===== config.mk =====
export PLATFORM = sky130hd
export DESIGN_NAME = alu_result_display
export DESIGN_NICKNAME = d
export VERILOG_FILES = /design/src/rtl/alu_display_pkg.sv /design/src/rtl/bcd_to_7seg.sv /design/src/rtl/alu_result_display.sv
export SDC_FILE = /design/constraint.sdc
export NUM_CORES = 1
export LEC_CHECK = 0
export CELL_PAD_IN_SITES_DETAIL_PLACEMENT = 0
export CELL_PAD_IN_SITES_GLOBAL_PLACEMENT = 1
export CORE_MARGIN = 2
export CORE_UTILIZATION = 40
export CTS_CLUSTER_DIAMETER = 200
export DETAILED_ROUTE_END_ITERATION = 8
export HOLD_SLACK_MARGIN = 0.02
export PLACE_DENSITY_LB_ADDON = 0.2
export SETUP_SLACK_MARGIN = 0.15
export SYNTH_ARGS = -nofsm -noshare
export SYNTH_HDL_FRONTEND = slang
export SYNTH_SLANG_ARGS = --single-unit

===== constraint.sdc =====
create_clock -name clk -period 3.1 [get_ports clk]
set_input_delay 0.62 -clock clk [delete_from_list [all_inputs] [get_ports clk]]
set_output_delay 0.62 -clock clk [all_outputs]
set_load 0.05 [all_outputs]

===== src/rtl/alu_display_pkg.sv =====
// Shared types and constants for the ALU result display.
// Digit codes carry a decimal value or one of two special glyphs.
package alu_display_pkg;

    typedef enum logic [1:0] {
        IDLE,
        SHIFT,
        DONE
    } state_e;

    localparam logic [6:0] SEG_BLANK = 7'h7F;
    localparam logic [6:0] SEG_MINUS = 7'h3F;

    // Bit 4 set marks a non-numeric glyph; bits 3:0 hold 0-9 otherwise.
    typedef logic [4:0] digit_t;

    localparam digit_t DIG_BLANK = 5'h10;
    localparam digit_t DIG_MINUS = 5'h11;

    function automatic digit_t dig_num(input logic [3:0] n);
        return {1'b0, n};
    endfunction

endpackage


===== src/rtl/bcd_to_7seg.sv =====
// Digit code to active-low segment pattern {g,f,e,d,c,b,a}.
// Unused codes render as blank.
import alu_display_pkg::*;

module bcd_to_7seg (
    input  digit_t     code_i,
    output logic [6:0] seg_o
);

    always_comb begin
        seg_o = SEG_BLANK;
        case (code_i)
            5'h00:     seg_o = 7'h40;
            5'h01:     seg_o = 7'h79;
            5'h02:     seg_o = 7'h24;
            5'h03:     seg_o = 7'h30;
            5'h04:     seg_o = 7'h19;
            5'h05:     seg_o = 7'h12;
            5'h06:     seg_o = 7'h02;
            5'h07:     seg_o = 7'h78;
            5'h08:     seg_o = 7'h00;
            5'h09:     seg_o = 7'h10;
            DIG_MINUS: seg_o = SEG_MINUS;
            default:   seg_o = SEG_BLANK;
        endcase
    end

endmodule


===== src/rtl/alu_result_display.sv =====
// Captures an ALU result, converts it to BCD by double-dabble and
// scans it onto four multiplexed active-low 7-segment digits.
import alu_display_pkg::*;

module alu_result_display #(
    parameter int REFRESH_DIV = 50000
) (
    input  logic       clk,
    input  logic       rst,
    input  logic       load,
    input  logic       signed_en,
    input  logic [7:0] result,
    input  logic [3:0] flags_in,
    output logic [6:0] seg,
    output logic [3:0] an,
    output logic [3:0] flags_led,
    output logic       busy,
    output logic       done
);

    localparam int RW = (REFRESH_DIV > 2) ? $clog2(REFRESH_DIV) : 1;
    localparam logic [RW-1:0] R_LAST = RW'(REFRESH_DIV - 1);

    state_e      state_q;
    logic [2:0]  cnt_q;
    logic [11:0] bcd_q;
    logic [11:0] bcd_d;
    logic [11:0] adj;
    logic [7:0]  mag_q;
    logic [7:0]  mag_d;
    logic [7:0]  mag_cap;
    logic [3:0]  r4;
    logic        neg_q;
    logic [3:0]  flags_q;
    logic        busy_q;
    logic        done_q;
    digit_t      disp_q [4];

    logic [3:0]  hund;
    logic [3:0]  tens;
    logic [3:0]  ones;

    logic [RW-1:0] rcnt_q;
    logic [1:0]    idx_q;
    logic [6:0]    seg_q;
    logic [3:0]    an_q;
    digit_t        cur_dig;
    logic [6:0]    seg_mux;

    // Signed mode shows the low nibble as two's complement; -8 maps to 8.
    always_comb begin
        r4      = result[3:0];
        mag_cap = result;
        if (signed_en) begin
            mag_cap = {4'd0, r4[3] ? (4'd0 - r4) : r4};
        end
    end

    always_comb begin
        adj = bcd_q;
        for (int i = 0; i < 3; i++) begin
            if (bcd_q[4*i +: 4] >= 4'd5) begin
                adj[4*i +: 4] = bcd_q[4*i +: 4] + 4'd3;
            end
        end
        {bcd_d, mag_d} = {adj, mag_q} << 1;
    end

    assign hund = bcd_q[11:8];
    assign tens = bcd_q[7:4];
    assign ones = bcd_q[3:0];

    always_ff @(posedge clk) begin
        if (rst) begin
            state_q   <= IDLE;
            cnt_q     <= '0;
            bcd_q     <= '0;
            mag_q     <= '0;
            neg_q     <= 1'b0;
            flags_q   <= '0;
            busy_q    <= 1'b0;
            done_q    <= 1'b0;
            disp_q[3] <= DIG_BLANK;
            disp_q[2] <= DIG_BLANK;
            disp_q[1] <= DIG_BLANK;
            disp_q[0] <= dig_num(4'd0);
        end else begin
            unique case (state_q)
                IDLE: begin
                    if (load) begin
                        flags_q <= flags_in;
                        mag_q   <= mag_cap;
                        neg_q   <= signed_en & result[3];
                        bcd_q   <= '0;
                        cnt_q   <= '0;
                        busy_q  <= 1'b1;
                        state_q <= SHIFT;
                    end
                end
                SHIFT: begin
                    bcd_q <= bcd_d;
                    mag_q <= mag_d;
                    cnt_q <= cnt_q + 3'd1;
                    if (cnt_q == 3'd7) begin
                        done_q  <= 1'b1;
                        state_q <= DONE;
                    end
                end
                DONE: begin
                    disp_q[3] <= neg_q ? DIG_MINUS : DIG_BLANK;
                    disp_q[2] <= (hund == 4'd0) ? DIG_BLANK : dig_num(hund);
                    disp_q[1] <= (hund == 4'd0 && tens == 4'd0)
                                 ? DIG_BLANK : dig_num(tens);
                    disp_q[0] <= dig_num(ones);
                    done_q    <= 1'b0;
                    busy_q    <= 1'b0;
                    state_q   <= IDLE;
                end
                default: begin
                    state_q <= IDLE;
                end
            endcase
        end
    end

    assign cur_dig = disp_q[idx_q];

    bcd_to_7seg u_seg (
        .code_i (cur_dig),
        .seg_o  (seg_mux)
    );

    // Slot shown on a wrap is the current index; the index then advances.
    always_ff @(posedge clk) begin
        if (rst) begin
            rcnt_q <= '0;
            idx_q  <= '0;
            seg_q  <= SEG_BLANK;
            an_q   <= 4'hF;
        end else if (rcnt_q == R_LAST) begin
            rcnt_q <= '0;
            idx_q  <= idx_q + 2'd1;
            seg_q  <= seg_mux;
            an_q   <= ~(4'b0001 << idx_q);
        end else begin
            rcnt_q <= rcnt_q + 1'b1;
        end
    end

    assign seg       = seg_q;
    assign an        = an_q;
    assign flags_led = flags_q;
    assign busy      = busy_q;
    assign done      = done_q;

endmodule


==> impl_summary.md <==
Layout
The final layout contains 467 nets. The share of cells above drive strength 1 is 5.73%. The leading cell type in the layout, fill and taps excluded is sky130_fd_sc_hd__dfxtp_1. The finished cells cover 4250 µm². The number of standard cells in the final layout excluding fillers is 544. The area growth from synthesis to layout is 17.2%.

Leaving out fill and tap cells, the most frequent cells in the layout are sky130_fd_sc_hd__dfxtp_1, sky130_fd_sc_hd__nor2_1, sky130_fd_sc_hd__nand2_1. The count of inserted antenna diode cells is 0.

STA
The count of pins over their slew limit is 0. Adding up every negative setup slack in the final design gives 0 ns. The tightest hold path in the finished design has a slack of 0.454 ns. The shortest clock period the worst path allows after layout is 2.34 ns.

Setup violations remaining at the end of the flow were counted as 0. At the pin with the least slew margin, the transition time is 0.793 ns. Across the routed clock network, the largest skew measured is 0.0130 ns. The number of hold violations in the final report is 0. The top achievable clock speed is 428 MHz. Setup repair after global routing left no endpoint under its margin.

Headroom to the max-slew limit came out at 47.0%. In the finished design, the share of the clock period the worst path needs comes to 75.3%.

Worst setup path
In this design, the largest share of critical-path delay is due to compound AO/OA/AOI/OAI gates. The endpoint required time on the critical path is 3.34 ns. The largest stage delay on the critical path is 0.51 ns. The startpoint-to-endpoint class of the critical path is flop to flop. The signal on the critical path passes through mux2i_1 -> a2bb2oi_1 -> inv_1 -> ha_1 -> or3_1 -> a21boi_0 -> o21ai_0. The number of logic stages on the critical path including buffering is 7. The cell at the slowest stage of the critical path is sky130_fd_sc_hd__dfxtp_1. The number of cells on the worst reg-to-reg path is 7. STA puts the critical path data arrival time at 2.57 ns.

STA classifies the critical path startpoint as a flop. The critical path capture point type is a flop. Of all nets on the critical path, the largest fanout is 7. The count of buffering cells on the critical path with inverters included is 1.

Placement
The routability-driven placement congestion ratio is 0.794. The standard cell area after detailed placement is 4020 µm². Detailed placement finished with a half-perimeter wire length of 4950 µm.

During placement, the flow inserted port buffers numbering 32. Once placement completed, the tool counted placed cells totaling 528.

Synth
The area share of fa/ha/maj cells after synthesis is 6.91%. Of the synthesized area, sequential elements account for 47.3%. Measured against the total synthesized area, the mux share comes to 2.56%. The predominant post-synthesis flop cell is sky130_fd_sc_hd__dfxtp_1. After synthesis, the share of flip-flops with an asynchronous set or reset is 0%. The cell count after synthesis came out at 401.

The simple-gate area share of the yosys netlist is 21.6%. The largest family of logic cells by synthesized area is simple AND/OR/NAND/NOR gates. The net count of the mapped netlist is 437. Yosys printed 0 warnings. The number of different library cells used by synthesis comes to 44.

Yosys mapped a number of flops with a built-in enable equal to 15. The number of synthesized register bits is 78. The share of the synthesized netlist area taken by xor and xnor gates is 5.08%.

The average cell area after synthesis is 9.03 µm². The synthesized netlist devotes 12.2% of its cell area to compound gates. Summing every instance area after synthesis gives 3620 µm².

Drt
The number of DRC markers in iteration 0 is 117. The wire length per cell after detailed routing is 13.1 µm. The total iterations of the first detailed-routing run is 4. The post-detailed-route via-to-cell ratio is 5.07. In the routed design, unresolved DRC markers number 0. The number of vias after detailed routing is 2757.

The detail route stage leaves a number of antenna-violating nets equal to 0. The wire length reported by the detailed router is 7120 µm.

Clocking
The root buffer cell chosen for the clock tree is sky130_fd_sc_hd__clkbuf_8. For this design, the CTS-stage hold fixing added 0 buffers. The buffer count from post-CTS setup fixing is 0. The CTS tree is built. The number of gates given a new drive strength after cts is 0. The clock net sink count is 78. The number of CTS-inserted buffers is 9. The total number of H-tree levels is 3.

The clock-pin slew of the registers on the worst-case setup and hold paths is 0.07 ns. The latest clock arrival within the worst-skew pair is 0.35 ns. The buffer levels on the longest clock path is 2.

Die
The die covers 9830 µm². The die span in x is 99.1 µm. The core outline area is 8760 µm². The floorplan has 34 rows. The die is 99.1 µm tall. The initial standard-cell utilization of the core is 41.3%.

The I/O pin total is 33.

Pwr
The maximum ir drop on the vdd rail is 0.244 mV. The static leakage power is 0.00160 µW. Dividing total power by cell area gives a power density of 490 nW/µm².

Job
The tool flagged a number of max-cap violations equal to 0.

Min path
Along the worst hold path, the cell count comes to 2. The class of the most critical hold timing path is flop to flop.

Global route
The via count of the first global-routing pass is 2611. The total track usage is 15.7%. The aggregate global routing overflow is 0. Entering global routing, the biggest net connects 36 pins. The first global-routing pass estimated 12400 µm of wire.

The initial antenna violation count is 0.

Run status
The run finished with clean final reports.
## kinds of logic (layout without fill, tap and decap cells)
family / after synthesis / in the layout
AND/OR/NAND/NOR: 165 / 165
XOR/XNOR: 21 / 21
buffers and inverters: 37 / 72
adder cells (fa/ha/maj): 20 / 20
flip-flops: 78 / 78
multiplexers: 8 / 8
AO/OA/AOI/OAI: 72 / 72
## power breakdown
| part | switching (µW) | total (µW) | internal (µW) |
|---|---|---|---|
| sequential | 13.3 | 1070 | 1050 |
| clock | 358 | 861 | 503 |
| combinational | 94.8 | 150 | 55.5 |
## synthesized netlist by cell type, types with 6 or more instances
cell type                  instances  area share (%)
sky130_fd_sc_hd__and2_1            9             1.6
sky130_fd_sc_hd__inv_1            19             2.0
sky130_fd_sc_hd__nor2_1           61             6.3
sky130_fd_sc_hd__nand2b_1          6             1.0
sky130_fd_sc_hd__dfxtp_1          63              35
sky130_fd_sc_hd__o21ai_0          10             1.4
sky130_fd_sc_hd__mux2i_1           7             1.9
sky130_fd_sc_hd__edfxtp_1         15              12
sky130_fd_sc_hd__clkbuf_1         11             1.1
sky130_fd_sc_hd__xnor2_1          11             2.7
sky130_fd_sc_hd__nor3_1           11             1.5
sky130_fd_sc_hd__nand2_1          37             3.8
sky130_fd_sc_hd__xor2_1           10             2.4
sky130_fd_sc_hd__ha_1             20             6.9
sky130_fd_sc_hd__nand3_1          22             3.0
sky130_fd_sc_hd__a22oi_1           6             1.2
sky130_fd_sc_hd__a21oi_1          36             5.0
## stage by stage
stage	power [µW]	utilization, %	setup slack, ns
final	2080	48.4	0.765
after global routing	2170	48.4	0.561
after CTS	2100	48.4	0.775
after detailed placement	1240	45.9	0.623
after global placement	1240	45.9	0.666
after floorplan	1180	-	1.02
## per-layer routing
layer  vias up  global-route usage (%)  share of wire (%)
li1       1437                       -                  -
met1      1261                    21.0                 49
met2        49                    25.2                 46
met3        10                    3.79                4.0
met4         0                    5.37                1.4
met5         -                       0                  0
## flip-flops by register name, indices dropped and copies added (netlist names), named ones only
name / flops
idx_q: 2
disp_q: 15
cnt_q: 3
bcd_q: 12
mag_q: 8
busy: 1
seg: 7
state_q: 2
rcnt_q: 16
an: 4
flags_led: 4
neg_q: 1
done: 1
## area by class of cell
class | count | area [µm²]
clock buffer | 13 | 160
clock inverter | 3 | 65.1
fill | 867 | 4520
inverter | 19 | 71.3
multi-input combinational | 286 | 1750
sequential | 78 | 1710
tap | 108 | 135
timing repair buffer | 37 | 353
## path summary, 6_finish.rpt
path	start	slack (ns)	endpoint
hold / removal	mag_q[1]	0.45	mag_q[2]
hold reg to reg	mag_q[1]	0.45	mag_q[2]
setup / recovery	flop	0.76	seg[6]
setup reg to reg	flop	0.76	seg[6]
## worst register-to-register path, cell delays in order (launching register included)
cell                        delay, ns
sky130_fd_sc_hd__dfxtp_1         0.51
sky130_fd_sc_hd__mux2i_1         0.23
sky130_fd_sc_hd__a2bb2oi_1       0.49
sky130_fd_sc_hd__inv_1           0.15
sky130_fd_sc_hd__ha_1            0.24
sky130_fd_sc_hd__or3_1           0.36
sky130_fd_sc_hd__a21boi_0        0.16
sky130_fd_sc_hd__o21ai_0         0.10
Note: power is estimated with default switching activity, not from simulation.
